`config.mk`:
```
export PLATFORM = sky130hd
export DESIGN_NAME = serial_addsub_gp
export DESIGN_NICKNAME = d
export VERILOG_FILES = /design/src/rtl/arith_pkg.sv /design/src/rtl/gp_cell.sv /design/src/rtl/serial_addsub_gp.sv
export SDC_FILE = /design/constraint.sdc
export NUM_CORES = 1
export LEC_CHECK = 0
export BUFFER_PORTS_ARGS = -buffer_cell sky130_fd_sc_hd__buf_2
export CAP_MARGIN = 20
export CORE_MARGIN = 5
export CORE_UTILIZATION = 60
export CTS_BUF_LIST = sky130_fd_sc_hd__clkbuf_8
export DETAILED_ROUTE_END_ITERATION = 12
export PLACE_DENSITY = 0.93
export SETUP_SLACK_MARGIN = 0.3
export SYNTH_ARGS = -nofsm -noshare
export SYNTH_HDL_FRONTEND = slang
export SYNTH_HIERARCHICAL = 1
export SYNTH_SLANG_ARGS = --single-unit
```
`constraint.sdc`:
```
create_clock -name clk -period 2.3 [get_ports clk]
set_input_delay 0.115 -clock clk [delete_from_list [all_inputs] [get_ports clk]]
set_output_delay 0.115 -clock clk [all_outputs]
set_load 0.05 [all_outputs]
```
`src/rtl/arith_pkg.sv`:
```
// Shared arithmetic definitions for the bit-serial adder/subtractor.
//   state_t : FSM encoding (IDLE/RUN/DONE)
//   OP_ADD / OP_SUB : encoding of the sub input
package arith_pkg;

  typedef enum logic [1:0] {
    IDLE = 2'd0,
    RUN  = 2'd1,
    DONE = 2'd2
  } state_t;

  localparam logic OP_ADD = 1'b0;
  localparam logic OP_SUB = 1'b1;

endpackage

```
`src/rtl/gp_cell.sv`:
```
// Single-bit generate/propagate cell.
//   a, b : operand bits
//   g    : generate  (a & b)
//   p    : propagate (a ^ b)
module gp_cell (
  input  logic a,
  input  logic b,
  output logic g,
  output logic p
);

  assign g = a & b;
  assign p = a ^ b;

endmodule

```
`src/rtl/serial_addsub_gp.sv`:
```
// Bit-serial WIDTH-bit adder/subtractor, one bit per clock, LSB first.
// A single G/P cell plus a carry flop implements C' = G | (P & C), S = P ^ C.
//   clk, rst   : clock, async active-high reset
//   start, sub : launch request and op select (0 add, 1 subtract)
//   a, b       : operands, sampled when start is accepted
//   busy       : operation in progress
//   done       : one-cycle pulse, result/cout/overflow valid
//   result     : sum/difference, held until the next operation completes
//   cout       : carry out of MSB (subtract: 1 = no borrow)
//   overflow   : signed overflow (carry into MSB ^ carry out of MSB)
module serial_addsub_gp
  import arith_pkg::*;
#(
  parameter int WIDTH = 8
) (
  input  logic             clk,
  input  logic             rst,
  input  logic             start,
  input  logic             sub,
  input  logic [WIDTH-1:0] a,
  input  logic [WIDTH-1:0] b,
  output logic             busy,
  output logic             done,
  output logic [WIDTH-1:0] result,
  output logic             cout,
  output logic             overflow
);

  localparam int CW = $clog2(WIDTH);

  state_t           state, state_nxt;
  logic [WIDTH-1:0] a_sr, b_sr, acc;
  logic [CW-1:0]    cnt;
  logic             carry, c_msb_in;
  logic             g, p, s, c_nxt;
  logic             accept, last_bit;

  gp_cell u_gp (
    .a (a_sr[0]),
    .b (b_sr[0]),
    .g (g),
    .p (p)
  );

  assign s        = p ^ carry;
  assign c_nxt    = g | (p & carry);
  assign last_bit = (cnt == CW'(WIDTH-1));
  // DONE accepts start like IDLE so operations can run back to back.
  assign accept   = start && (state == IDLE || state == DONE);

  always_ff @(posedge clk or posedge rst) begin
    if (rst) state <= IDLE;
    else     state <= state_nxt;
  end

  always_comb begin
    state_nxt = state;
    busy      = 1'b0;
    done      = 1'b0;
    case (state)
      IDLE: if (start) state_nxt = RUN;
      RUN: begin
        busy = 1'b1;
        if (last_bit) state_nxt = DONE;
      end
      DONE: begin
        done      = 1'b1;
        state_nxt = start ? RUN : IDLE;
      end
      default: state_nxt = IDLE;
    endcase
  end

  always_ff @(posedge clk or posedge rst) begin
    if (rst) begin
      a_sr     <= '0;
      b_sr     <= '0;
      acc      <= '0;
      cnt      <= '0;
      carry    <= 1'b0;
      c_msb_in <= 1'b0;
      result   <= '0;
      cout     <= 1'b0;
      overflow <= 1'b0;
    end else if (accept) begin
      // Subtraction is A + ~B + 1: invert B and seed the carry with 1.
      a_sr  <= a;
      b_sr  <= (sub == OP_ADD) ? b : ~b;
      carry <= sub;
      cnt   <= '0;
    end else if (state == RUN) begin
      a_sr  <= {1'b0, a_sr[WIDTH-1:1]};
      b_sr  <= {1'b0, b_sr[WIDTH-1:1]};
      acc   <= {s, acc[WIDTH-1:1]};
      carry <= c_nxt;
      cnt   <= cnt + 1'b1;
      if (cnt == CW'(WIDTH-2)) c_msb_in <= c_nxt;
      // Outputs are only touched here so they stay stable between completions.
      if (last_bit) begin
        result   <= {s, acc[WIDTH-1:1]};
        cout     <= c_nxt;
        overflow <= c_msb_in ^ c_nxt;
      end
    end
  end

endmodule

```
==> impl_metrics.ini <==
[outcome]
status = finished clean

[routing]
dr.pass1.iters = 4
vias = 1369
wl_um = 3910
wl_per_cell_um = 16.8
avgViaCountPerCell = 5.90
final_antenna_net_count = 0
drc_errors = 0
drt_iter0_markers = 74

[logic_synthesis]
syn_area_um2 = 1770
synth_top_area_share_pct = 56.4
synthTopCellsByArea = dfrtp_1 56%, nand2_1 9.3%, mux2_2 5.1%, xor2_1 4.4%, ha_1 3.5%
ys_ff_latch = 40
yosysSeqAreaShare_pct = 56.4
async_reset_ff_share_pct = 100
synth.most_common_cell = nand2_1
ys_types = 24
syn_avg_cell_area_um2 = 10.4
synthFlopType = dfrtp_1
synth_cells = 170
synth_common_cells = 44 x nand2_1, 40 x dfrtp_1, 10 x nor2_1
syn-num-nets = 195
synth-edff-count = 0
yosysWarningCount = 6
synth_top_area_cell = dfrtp_1

[place]
place_area_um2 = 1920
gp_congestion = 0.718
dp_hpwl_um = 2490
io_buffers = 31

[cts]
cts-root-buf = clkbuf_8
cts_buffers = 5
htree_levels = 2
cts_setup_buffers = 0
cts-resized-gates = 0
cts_tree = done
clkSlewWorstSetupHoldPaths_ns = 0.08
clock_sinks = 40
clock_latency_ns = 0.29
clockBufferDepth = 2

[timing]
slew_headroom_pct = 46.3
finalCritPeriodShare_pct = 76.0
skew_ns = 0.00214
max_freq_ghz = 0.572
slew_violations = 0
rsz0062_at_grt = no
timing.final.crit_period_ns = 1.75
tns_ns = 0
setup_viol = 0
final_hold_viol_count = 0
worst_pin_slew_ns = 0.805

[final_layout]
layout.nets = 225
fin_area_um2 = 2040
antenna_cells = 0
fillers = 203
area_growth_pct = 14.8
multi_input_area_um2 = 688
regArea_um2 = 1000
drive_above_1_share_pct = 24.9

[die]
num_rows = 19
pin_count = 32
dieWidth_um = 64.4
initial_utilization_pct = 63.2
dieArea_um2 = 4140
die_h_um = 64.4
coreArea_um2 = 2810

[worst_hold_path]
hold_path.class = in2reg

[pwr]
leakage_nw = 1.05
ir_drop_mv = 1.16
powerDensity_nw_per_um2 = 1590
p_total_w = 0.00324

[setup_path]
cpMostUsedCell = ha_1
crit_required_ns = 2.48
path_class = reg2reg
crit_fanout = 13
critPathCaptureType = flip-flop
critPathLaunchType = flip-flop
cpPeakStageDelay_ns = 0.41
path_cells = ha_1, ha_1, nand3b_1, mux2_2
arrival_ns = 1.93
cp_slowest_cell = dfrtp_1

[global_route]
antenna_found_initial = 0
grt_max_degree = 41
grt_pass1_wl_um = 6770
grt_pass1_vias = 1459
grt-ovfl-total = 0
track_usage_pct = 21.6

[job]
drv_cap = 0
## cells by family (layout without fill, tap and decap cells)
kind of cell               after synthesis  after routing  synth area share (%)
adders and majority gates                5              5                  3.53
muxes                                    8              8                  5.08
buffers and inverters                   15             46                  4.80
DFF                                     40             40                  56.4
xor gates and xnor gates                 9              9                  4.44
and+or+nand+nor                         68             68                  15.9
AOI/OAI and AO/OA                       25             25                  9.80
## flip-flops by register name, indices dropped and copies added (netlist names)
name / cells
overflow: 1
state: 2
a_sr: 8
carry: 1
cout: 1
acc: 7
c_msb_in: 1
cnt: 3
result: 8
b_sr: 8
## critical path, delay by kind of cell (launching register included)
family	cells	cell delay (ns)
adder cells (fa/ha/maj)	2	0.41
flip-flops	1	0.41
AND/OR/NAND/NOR	1	0.41
multiplexers	1	0.40
## area by class of cell
class | count | share of cell area, %
tap | 31 | 1.90
clock inverter | 3 | 2.09
multi-input combinational | 115 | 33.8
inverter | 4 | 0.860
clock buffer | 5 | 3.38
sequential | 40 | 49.1
timing repair buffer | 34 | 8.85
## stage by stage
step | hold WS [ns] | std cells | worst slack (ns) | util, %
after floorplan | 0.255 | 170 | 0.773 | -
after global placement | 0.246 | 223 | 0.639 | 68.3
after detailed placement | 0.259 | 223 | 0.595 | 68.3
after CTS | 0.0433 | 232 | 0.562 | 72.6
after global routing | 0.0449 | 232 | 0.447 | 72.6
final | 0.0473 | 232 | 0.553 | 72.6
## cells in the final DEF, fill, tap and decap left out, drive strengths merged
| cell | n |
|---|---|
| nand3b | 1 |
| a22oi | 7 |
| nand2b | 2 |
| nor2 | 10 |
| bufinv | 1 |
| a41oi | 1 |
| a31oi | 8 |
| ha | 5 |
| a211oi | 1 |
| nor3 | 1 |
| dlygate4sd3 | 1 |
| o2bb2ai | 1 |
| buf | 33 |
| and2b | 2 |
| clkbuf | 5 |
| xor2 | 9 |
| nand3 | 8 |
| mux2 | 8 |
| nand2 | 44 |
| dfrtp | 40 |
| o21ai | 4 |
| clkinvlp | 1 |
| inv | 4 |
| clkinv | 1 |
| a22o | 3 |
## path summary, 6_finish.rpt
kind | from | end | slack [ns] | cells past startpoint
worst max register to register | cnt[0] | result[0] | 0.55 | 4
worst min register to register | overflow | overflow | 0.48 | 2
worst max-delay path | cnt[0] | result[0] | 0.55 | 4
max in group asynchronous | rst | b_sr[3] | 1.47 | 4
min in group asynchronous | rst | result[1] | 0.48 | 4
worst min-delay path | a[7] | a_sr[7] | 0.05 | 2
## timing repair
| action | in CTS | in global routing |
|---|---|---|
| endpoints found under the hold margin | 40 | 0 |
| endpoints found under the setup margin | 0 | 0 |
| hold buffers | 1 | 0 |
## routing by layer
| metal | track usage [%] | vias up | share of wire, % |
|---|---|---|---|
| met5 | 0 | - | 0 |
| met4 | 12.1 | 0 | 4.0 |
| met3 | 7.88 | 21 | 5.5 |
| met2 | 35.2 | 53 | 51 |
| met1 | 24.5 | 665 | 39 |
| li1 | - | 630 | - |
## power breakdown
| part | internal, W | switching [W] | total (W) |
|---|---|---|---|
| Combinational | 0.000450 | 0.000967 | 0.00142 |
| Sequential | 0.00104 | 0.000213 | 0.00125 |
| Clock | 0.000321 | 0.000248 | 0.000568 |
| Total | 0.00181 | 0.00143 | 0.00324 |
Note: power is estimated with default switching activity, not from simulation.
